`src/rtl/sprite_anim_pkg.sv`:
```
// Shared types for the sprite walk-cycle animator: facing directions,
// movement codes and the movement-code decoder.
package sprite_anim_pkg;

    typedef enum logic [1:0] {
        DIR_LEFT  = 2'd0,
        DIR_RIGHT = 2'd1,
        DIR_DOWN  = 2'd2,
        DIR_UP    = 2'd3
    } dir_e;

    localparam logic [2:0] MOVE_LEFT  = 3'b000;
    localparam logic [2:0] MOVE_RIGHT = 3'b001;
    localparam logic [2:0] MOVE_DOWN  = 3'b010;
    localparam logic [2:0] MOVE_UP    = 3'b011;
    localparam logic [2:0] MOVE_STOP  = 3'b111;

    typedef struct packed {
        logic valid;
        dir_e dir;
    } move_t;

    // Unlisted codes decode exactly like MOVE_STOP (valid = 0).
    function automatic move_t decode_move(input logic [2:0] code);
        move_t m;
        m.valid = 1'b1;
        m.dir   = DIR_DOWN;
        case (code)
            MOVE_LEFT:  m.dir = DIR_LEFT;
            MOVE_RIGHT: m.dir = DIR_RIGHT;
            MOVE_DOWN:  m.dir = DIR_DOWN;
            MOVE_UP:    m.dir = DIR_UP;
            default:    m.valid = 1'b0;
        endcase
        return m;
    endfunction

endpackage

```
`src/rtl/sprite_anim_tick.sv`:
```
// Animation prescaler: counts 0..FRAME_DIV-1 and flags the last count as
// the animation tick.
module sprite_anim_tick #(
    parameter int FRAME_DIV = 100000
) (
    input  logic vga_clk,
    input  logic Reset,
    output logic frame_tick
);
    localparam int CW = (FRAME_DIV > 1) ? $clog2(FRAME_DIV) : 1;

    logic [CW-1:0] cnt;

    assign frame_tick = (cnt == CW'(FRAME_DIV - 1));

    always_ff @(posedge vga_clk or posedge Reset) begin
        if (Reset)
            cnt <= '0;
        else if (frame_tick)
            cnt <= '0;
        else
            cnt <= cnt + CW'(1);
    end

endmodule

```
`src/rtl/sprite_anim.sv`:
```
// Walk-cycle sprite animator producing a concatenated-ROM address and a pixel-valid flag.
// Optional SPRITE_ANIM_VSYNC_LATCH_EN: address uses a frame-start shadow of facing/frame.
module sprite_anim
    import sprite_anim_pkg::*;
#(
    parameter int SPRITE_W  = 21,
    parameter int SPRITE_H  = 30,
    parameter int FRAMES    = 4,
    parameter int FRAME_DIV = 100000,
    parameter int ADDR_W    = $clog2(4 * FRAMES * SPRITE_W * SPRITE_H)
) (
    input  logic                       vga_clk,
    input  logic                       Reset,
    input  logic [9:0]                 DrawX,
    input  logic [9:0]                 DrawY,
    input  logic [9:0]                 PosX,
    input  logic [9:0]                 PosY,
    input  logic [2:0]                 direction,
    output logic [ADDR_W-1:0]          rom_addr,
    output logic                       pix_valid,
    output logic [1:0]                 facing,
    output logic [$clog2(FRAMES)-1:0]  frame_sel,
    output logic                       moving,
    output logic                       frame_tick
);
    localparam int FW      = $clog2(FRAMES);
    localparam int SPR_PIX = SPRITE_W * SPRITE_H;

    sprite_anim_tick #(.FRAME_DIV(FRAME_DIV)) u_tick (
        .vga_clk    (vga_clk),
        .Reset      (Reset),
        .frame_tick (frame_tick)
    );

    dir_e          facing_q, facing_d;
    logic [FW-1:0] frame_q, frame_d;
    logic          moving_q, moving_d;
    move_t         mv;

    // A new direction (or starting from rest) always restarts at frame 0.
    always_comb begin
        mv       = decode_move(direction);
        facing_d = facing_q;
        frame_d  = frame_q;
        moving_d = moving_q;
        if (frame_tick) begin
            if (!mv.valid) begin
                moving_d = 1'b0;
                frame_d  = '0;
            end else if (moving_q && (mv.dir == facing_q)) begin
                frame_d = (frame_q == FW'(FRAMES - 1)) ? '0 : frame_q + FW'(1);
            end else begin
                facing_d = mv.dir;
                frame_d  = '0;
                moving_d = 1'b1;
            end
        end
    end

    always_ff @(posedge vga_clk or posedge Reset) begin
        if (Reset) begin
            facing_q <= DIR_DOWN;
            frame_q  <= '0;
            moving_q <= 1'b0;
        end else begin
            facing_q <= facing_d;
            frame_q  <= frame_d;
            moving_q <= moving_d;
        end
    end

    assign facing    = facing_q;
    assign frame_sel = frame_q;
    assign moving    = moving_q;

    dir_e          addr_facing;
    logic [FW-1:0] addr_frame;

`ifdef SPRITE_ANIM_VSYNC_LATCH_EN
    // Shadow only refreshes at the first pixel of the screen, so a frame never tears.
    always_ff @(posedge vga_clk or posedge Reset) begin
        if (Reset) begin
            addr_facing <= DIR_DOWN;
            addr_frame  <= '0;
        end else if (DrawX == 10'd0 && DrawY == 10'd0) begin
            addr_facing <= facing_q;
            addr_frame  <= frame_q;
        end
    end
`else
    assign addr_facing = facing_q;
    assign addr_frame  = frame_q;
`endif

    // 11-bit edges keep sprites near the right/bottom border from wrapping to 0.
    logic [10:0] x_end, y_end, dx, dy;
    logic        in_spr;
    logic [31:0] sprite_base, pix_off;

    always_comb begin
        x_end       = {1'b0, PosX} + 11'(SPRITE_W);
        y_end       = {1'b0, PosY} + 11'(SPRITE_H);
        dx          = {1'b0, DrawX} - {1'b0, PosX};
        dy          = {1'b0, DrawY} - {1'b0, PosY};
        in_spr      = (DrawX >= PosX) && ({1'b0, DrawX} < x_end) &&
                      (DrawY >= PosY) && ({1'b0, DrawY} < y_end);
        sprite_base = (32'(addr_facing) * 32'(FRAMES) + 32'(addr_frame)) * 32'(SPR_PIX);
        pix_off     = 32'(dy) * 32'(SPRITE_W) + 32'(dx);
        rom_addr    = in_spr ? ADDR_W'(sprite_base + pix_off) : '0;
    end

    always_ff @(posedge vga_clk or posedge Reset) begin
        if (Reset)
            pix_valid <= 1'b0;
        else
            pix_valid <= in_spr;
    end

endmodule

```
`config.mk`:
```
export PLATFORM = sky130hd
export DESIGN_NAME = sprite_anim
export DESIGN_NICKNAME = d
export VERILOG_FILES = /design/src/rtl/sprite_anim_pkg.sv /design/src/rtl/sprite_anim_tick.sv /design/src/rtl/sprite_anim.sv
export SDC_FILE = /design/constraint.sdc
export NUM_CORES = 1
export LEC_CHECK = 0
export ABC_AREA = 1
export BUFFER_PORTS_ARGS = -buffer_cell sky130_fd_sc_hd__buf_2
export CORE_AREA = 2 2 102 104
export CTS_BUF_LIST = sky130_fd_sc_hd__clkbuf_8 sky130_fd_sc_hd__clkbuf_16
export DETAILED_ROUTE_END_ITERATION = 12
export DIE_AREA = 0 0 104 106
export GPL_ROUTABILITY_DRIVEN = 1
export PLACE_DENSITY = 0.8
export SYNTH_ARGS = -nofsm -noshare
export SYNTH_HDL_FRONTEND = slang
export SYNTH_SLANG_ARGS = --single-unit
```
`constraint.sdc`:
```
create_clock -name vga_clk -period 5.7 [get_ports vga_clk]
set_input_delay 0 -clock vga_clk [delete_from_list [all_inputs] [get_ports vga_clk]]
set_output_delay 0 -clock vga_clk [all_outputs]
set_load 0.02 [all_outputs]
```
==> impl_metrics.env, run 1 <==
export IMPL_clk_latency_ps=270
export IMPL_antenna_left=0
export IMPL_netlist_top_cells_area="ha_1 (24%), fa_1 (12%), dfrtp_1 (10%), inv_1 (10%), nand2_1 (7.7%)"
export IMPL_p_leak_nw=3.359
export IMPL_grt_total_usage=0.1925
export IMPL_met1_length_mm=5.087
export IMPL_syn_inst=706
export IMPL_peakVddDrop_mv=0.7199
export IMPL_dr_pass1_iters=6
export IMPL_seq_area_um2=578.1
export IMPL_initial_core_util=0.5334
export IMPL_clkTransAtPathRegs_ps=80
export IMPL_synth_seq_cells=23
export IMPL_p_sw_mw=2.131
export IMPL_clkPwrFrac=0.028
export IMPL_cts_max_level=1
export IMPL_synthSimpleGateAreaFrac=0.2254
export IMPL_gp_congestion=0.9119
export IMPL_antenna_cells=0
export IMPL_dp_final_hpwl_mm=9.218
export IMPL_fin_area_mm2=0.006028
export IMPL_core_mm2=0.01000
export IMPL_final_cell_count_no_fill=919
export IMPL_vias_per_cell=5.062
export IMPL_holdPathEnd="facing[0]"
export IMPL_power_frac_seq=0.046
export IMPL_vias=4652
export IMPL_status="complete, no violations"
export IMPL_synth_common_cells="inv_1 (146), nand2_1 (109), ha_1 (103), a21oi_1 (50), nor2_1 (48)"
export IMPL_layout_drive_gt1_share=0.1648
export IMPL_pin_count=66
export IMPL_internal_power_mw=1.486
export IMPL_nNetsFinal=964
export IMPL_yosysUniqueCellTypes=44
export IMPL_crit_path_start_kind="register"
export IMPL_die_h_um=106
export IMPL_grt_start_max_net_pins=24
export IMPL_synthAdderAreaFrac=0.3617
export IMPL_wl_met3_um=386
export IMPL_hold_depth=3
export IMPL_syn_num_nets=886
export IMPL_drt_iter0_drc=235
export IMPL_wire_per_inst_um=11.63
export IMPL_avgSynthCellArea_um2=7.555
export IMPL_min_period_ps=5464
export IMPL_crit_arrival_ps=5460
export IMPL_syn_area_mm2=0.005334
export IMPL_skew_ps=5.700
export IMPL_comb_power_share=0.926
export IMPL_fin_crit_sh=0.9587
export IMPL_synthMuxAreaShare=0
export IMPL_grt_ovfl_total=0
export IMPL_grt_pass1_wl_mm=18.29
export IMPL_reg2reg_depth=9
export IMPL_finalMaxSlewViolations=0
export IMPL_synth_xor_area_frac=0.09688
export IMPL_dieWidth_um=104
export IMPL_critPathCaptureType="output port"
export IMPL_worstMarginPinSlew_ps=842.8
export IMPL_synthMostInstantiatedCell="inv_1"
export IMPL_placed_cells=907
export IMPL_highest_layer="met4"
export IMPL_yosysSeqAreaShare=0.1081
export IMPL_hp_start="direction[0]"
export IMPL_async_flop_share=1.000
export IMPL_dp_slack_ps=243.6
export IMPL_route_met2_wl_mm=5.119
export IMPL_p_sw_frac=0.5891
export IMPL_drc_errors=0
export IMPL_cts_made_buffers=3
export IMPL_grt_pass1_vias=4325
export IMPL_die_area_mm2=0.01102
export IMPL_drv_cap=0
export IMPL_antenna_found_initial=0
export IMPL_max_slew_margin=0.4375
export IMPL_synth_compound_area_frac=0.09571
export IMPL_clockBufferDepth=2
export IMPL_r2r_start="u_tick.cnt[0]"
export IMPL_hold_viol_final=0
export IMPL_cts_root_buf="clkbuf_8"
export IMPL_multi_input_area_mm2=0.004253
export IMPL_yosysTopAreaCell="ha_1"
export IMPL_crit_fanout=5
export IMPL_clock_sinks=23
export IMPL_r2r_setup_slack_ps=4020
export IMPL_synth_top_cell_area_share=0.2416
export IMPL_io_buffer_count=65
export IMPL_hp_class="input port to register"
export IMPL_cts_tree="built"
export IMPL_synth_edf_count=0
export IMPL_ys_warn_count=0
export IMPL_report_final_setup_viol=0
export IMPL_fillers=927
export IMPL_r2r_end="frame_sel[0]"
export IMPL_worstPathRequired_ps=5700
export IMPL_synth_flop_cell="dfrtp_1"
export IMPL_path_class="register to output port"
export IMPL_max_freq_ghz=0.1830
export IMPL_totalPowerFinal_mw=3.617
export IMPL_drt_wl_total_mm=10.69
export IMPL_synth_top_family_by_area="adder cells"
export IMPL_placed_area_mm2=0.005817
export IMPL_setup_slack_ps=235.7
export IMPL_rows=37
export IMPL_synthToLayoutAreaGrowth_pct=13.02
export IMPL_cellPowerDensity_mw_per_mm2=599.9
==> kinds of logic (layout without fill, tap and decap cells) <==
family          after synthesis  in the layout
buf+inv                     155            232
simple gates                244            244
flops                        23             23
fa+ha+maj                   135            135
xor+xnor                     59             59
compound gates               90             90
==> power groups by stage <==
stage	clock (mW)	sequential [mW]	combinational, mW
finish	0.101	0.166	3.35
global route	0.112	0.166	3.79
CTS	0.104	0.166	3.16
detailed placement	0	0.170	3.14
global placement	0	0.170	3.06
floorplan	0	0.171	2.57
==> cell usage in the layout, fill, tap and decap left out, types with 2 or more instances in the layout <==
cell / count
nand3_1: 28
nor2_1: 47
a31o_2: 2
nor2_2: 4
xnor2_1: 13
nand2_1: 109
ha_1: 97
nand4_1: 12
nor4_1: 3
nor3_2: 4
nor2_4: 13
buf_2: 64
clkbuf_8: 3
a21oi_2: 2
ha_4: 5
fa_1: 32
nand2_2: 2
nand3_2: 7
nand3b_1: 4
xor2_1: 45
nor3_1: 7
a21o_1: 2
dfrtp_1: 21
o21ai_1: 6
a21oi_1: 49
clkinv_1: 2
buf_4: 7
o31ai_1: 3
a31oi_1: 3
inv_1: 145
dlygate4sd3_1: 3
inv_2: 7
o21ai_0: 13
==> state kept, by name, indices dropped and copies added (netlist names) <==
signal,flops
pix_valid,1
u_tick.cnt,17
facing,2
moving,1
frame_sel,2
==> worst max-delay path, cell delays in order (launching register included) <==
cell and delay, ps:
dfrtp_2 440, buf_4 170, ha_1 310, inv_1 70, fa_1 500, inv_1 70
ha_4 280, nand2_1 50, nand2_1 70, nand2_1 50, nand2_1 90, a21oi_2 50
o211a_1 220, xnor2_1 130, fa_1 480, inv_1 50, fa_1 520, inv_1 40
ha_1 320, ha_4 300, inv_2 70, nor3_2 230, nand3_1 120, nand4_1 150
xor2_2 190, nor2_4 50, buf_2 160
==> worst max path at each step <==
stage              start      endpoint  slack, ps  cells after the start
4_1_cts        facing[0]  rom_addr[12]         20                     27
3_5_place_dp   facing[0]  rom_addr[12]        240                     27
3_3_place_gp   facing[0]  rom_addr[13]        370                     29
2_1_floorplan  facing[0]  rom_addr[13]        550                     28
5_1_grt        facing[0]  rom_addr[13]        -50                     28
6_report       facing[0]  rom_addr[12]        240                     26
==> cell type report <==
class                           instances  share of cell area
Clock buffer                            3            0.006849
Clock inverter                          1           0.0008302
Inverter                              154             0.09589
Multi-Input combinational cell        528              0.7055
Sequential cell                        23             0.09589
Tap cell                              136             0.02823
Timing Repair Buffer                   74             0.06683
==> per-layer routing <==
metal	global-route usage	vias up
met5	0	-
met4	0.01062	0
met3	0.01717	6
met2	0.3548	100
met1	0.2575	2126
li1	-	2420
==> stage by stage <==
stage               setup TNS (ps)  utilization  hold WS (ps)
detailed placement               0       0.5817         214.4
global placement                 0       0.5817         213.9
finish                           0       0.6029         36.75
floorplan                        0            -         1.183
global route                -96.11       0.6029         45.71
CTS                              0       0.5925         19.72
==> what timing repair did <==
item	in CTS	in global routing
pin swaps	0	1
resized for setup	1	15
endpoints found under the setup margin	2	2
endpoints found under the hold margin	24	0
buffers inserted	4	1
hold buffers	3	0
Note: power is estimated with default switching activity, not from simulation.
==> run 2, diff against run 1 <==
--- a/config.mk
+++ b/config.mk
@@ -12,7 +12,8 @@
 export DETAILED_ROUTE_END_ITERATION = 12
 export DIE_AREA = 0 0 104 106
 export GPL_ROUTABILITY_DRIVEN = 1
-export PLACE_DENSITY = 0.8
+export MAX_ROUTING_LAYER = met4
+export PLACE_DENSITY = 0.75
 export SYNTH_ARGS = -nofsm -noshare
 export SYNTH_HDL_FRONTEND = slang
 export SYNTH_SLANG_ARGS = --single-unit
==> impl_metrics.env, run 2 (synthesis results as in run 1) <==
export IMPL_nNetsFinal=958
export IMPL_antenna_found_initial=0
export IMPL_fin_crit_sh=0.9559
export IMPL_dp_final_hpwl_mm=9.867
export IMPL_core_mm2=0.01000
export IMPL_grt_ovfl_total=0
export IMPL_cts_root_buf="clkbuf_8"
export IMPL_multi_input_area_mm2=0.004240
export IMPL_io_buffer_count=65
export IMPL_drt_wl_total_mm=11.54
export IMPL_vias=4742
export IMPL_cellPowerDensity_mw_per_mm2=610.3
export IMPL_die_area_mm2=0.01102
export IMPL_dieWidth_um=104
export IMPL_synthToLayoutAreaGrowth_pct=11.94
export IMPL_cts_made_buffers=3
export IMPL_drt_iter0_drc=235
export IMPL_die_h_um=106
export IMPL_antenna_left=0
export IMPL_p_leak_nw=3.330
export IMPL_gp_congestion=0.9828
export IMPL_layout_drive_gt1_share=0.1596
export IMPL_hold_viol_final=0
export IMPL_clk_latency_ps=270
export IMPL_path_class="register to output port"
export IMPL_fillers=947
export IMPL_vias_per_cell=5.194
export IMPL_clkTransAtPathRegs_ps=80
export IMPL_wire_per_inst_um=12.64
export IMPL_clockBufferDepth=2
export IMPL_crit_fanout=8
export IMPL_top_register="u_tick.cnt"
export IMPL_seq_area_um2=579.3
export IMPL_min_period_ps=5449
export IMPL_grt_total_usage=0.2120
export IMPL_grt_pass1_vias=4623
export IMPL_grt_pass1_wl_mm=19.47
export IMPL_finalMaxSlewViolations=0
export IMPL_clock_sinks=23
export IMPL_hp_class="input port to register"
export IMPL_final_common_cell="inv_1"
export IMPL_worstMarginPinSlew_ps=900.8
export IMPL_drv_cap=0
export IMPL_critPathCaptureType="output port"
export IMPL_max_slew_margin=0.3988
export IMPL_crit_path_start_kind="register"
export IMPL_pin_count=66
export IMPL_antenna_cells=0
export IMPL_worstPathRequired_ps=5700
export IMPL_holdWs_ps=47.43
export IMPL_post_cts_buffers=0
export IMPL_drc_errors=0
export IMPL_cts_max_level=1
export IMPL_timing_setup_tns_ps=0
export IMPL_dr_pass1_iters=7
export IMPL_initial_core_util=0.5334
export IMPL_skew_ps=1.603
export IMPL_report_final_setup_viol=0
export IMPL_crit_arrival_ps=5450
export IMPL_layout_common_cells="inv_1 (144), nand2_1 (109), ha_1 (98), buf_2 (64), a21oi_1 (49)"
export IMPL_grt_start_max_net_pins=24
export IMPL_max_freq_ghz=0.1835
export IMPL_status="complete, no violations"
export IMPL_cts_tree="built"
export IMPL_largest_reg_flops=17
export IMPL_peakVddDrop_mv=0.6205
export IMPL_rows=37
export IMPL_grt_setup_unrepaired="no"
[run 2: cell types whose count changed in the layout (fill, tap and decap cells not counted), sizes merged]
cell / delta
inv: +1
clkinv: -1
buf: -6
[run 2: path summary, 6_finish.rpt]
path | slack [ps] | start | to | cells past startpoint
setup reg to reg | 3950 | u_tick.cnt[0] | u_tick.cnt[16] | 8
max in group asynchronous | 4620 | Reset | facing[0] | 3
min in group asynchronous | 480 | Reset | u_tick.cnt[3] | 3
hold / removal | 50 | direction[0] | facing[0] | 3
setup / recovery | 250 | facing[1] | rom_addr[12] | 26
hold reg to reg | 480 | u_tick.cnt[0] | u_tick.cnt[0] | 1
[run 2: per-layer routing]
metal,share of wire,up-vias,track usage
li1,-,2405,-
met1,0.46,2217,0.2661
met2,0.49,102,0.3816
met3,0.035,18,0.02085
met4,0.014,0,0.02896
met5,0,-,-
[run 2: metrics by stage]
| stage | utilization | cells | setup slack [ps] | area [um^2] | total power, mW |
|---|---|---|---|---|---|
| final | 0.5971 | 913 | 251.4 | 5971 | 3.644 |
| after global routing | 0.5971 | 913 | 2.684 | 5971 | 4.058 |
| after CTS | 0.5898 | 913 | 21.54 | 5898 | 3.506 |
| after detailed placement | 0.5810 | 906 | 256.4 | 5809 | 3.337 |
| after global placement | 0.5810 | 906 | 396.3 | 5809 | 3.259 |
| after floorplan | - | 706 | 547.6 | 5334 | 2.744 |
[run 2: worst max-delay path, stage by stage, from the launching register on]
cell and delay (ps):
dfstp_2 650, ha_4 170, ha_1 140, nor2_1 50
fa_1 470, inv_1 60, ha_4 290, nand2_1 50
nand2_1 80, nand2_1 60, nand2_1 90, a21oi_2 50
o211a_1 220, xnor2_1 140, fa_1 490, inv_1 50
fa_1 520, inv_1 40, ha_1 320, ha_4 290
inv_2 60, nor3_2 190, nand3_1 120, nand4_1 150
xor2_2 210, nor2_4 50, buf_2 160
[run 2: power by group]
part | leakage [nW] | switching, mW | internal (mW)
clock network | 0.0269 | 0.0528 | 0.0482
logic | 3.02 | 2.11 | 1.27
registers | 0.285 | 0.00219 | 0.165
[run 2: cell type report]
type,instances,share of cell area
Multi-Input combinational cell,528,0.7102
Sequential cell,23,0.09702
Clock buffer,3,0.006915
Tap cell,136,0.02850
Clock inverter,1,0.0006287
Inverter,154,0.09681
Timing Repair Buffer,68,0.05993
[run 2: repair_timing]
action | CTS | global route
endpoints found under the hold margin | 24 | 0
resized for setup | 3 | 15
pin swaps | 0 | 4
hold buffers | 3 | 0
endpoints found under the setup margin | 2 | 2
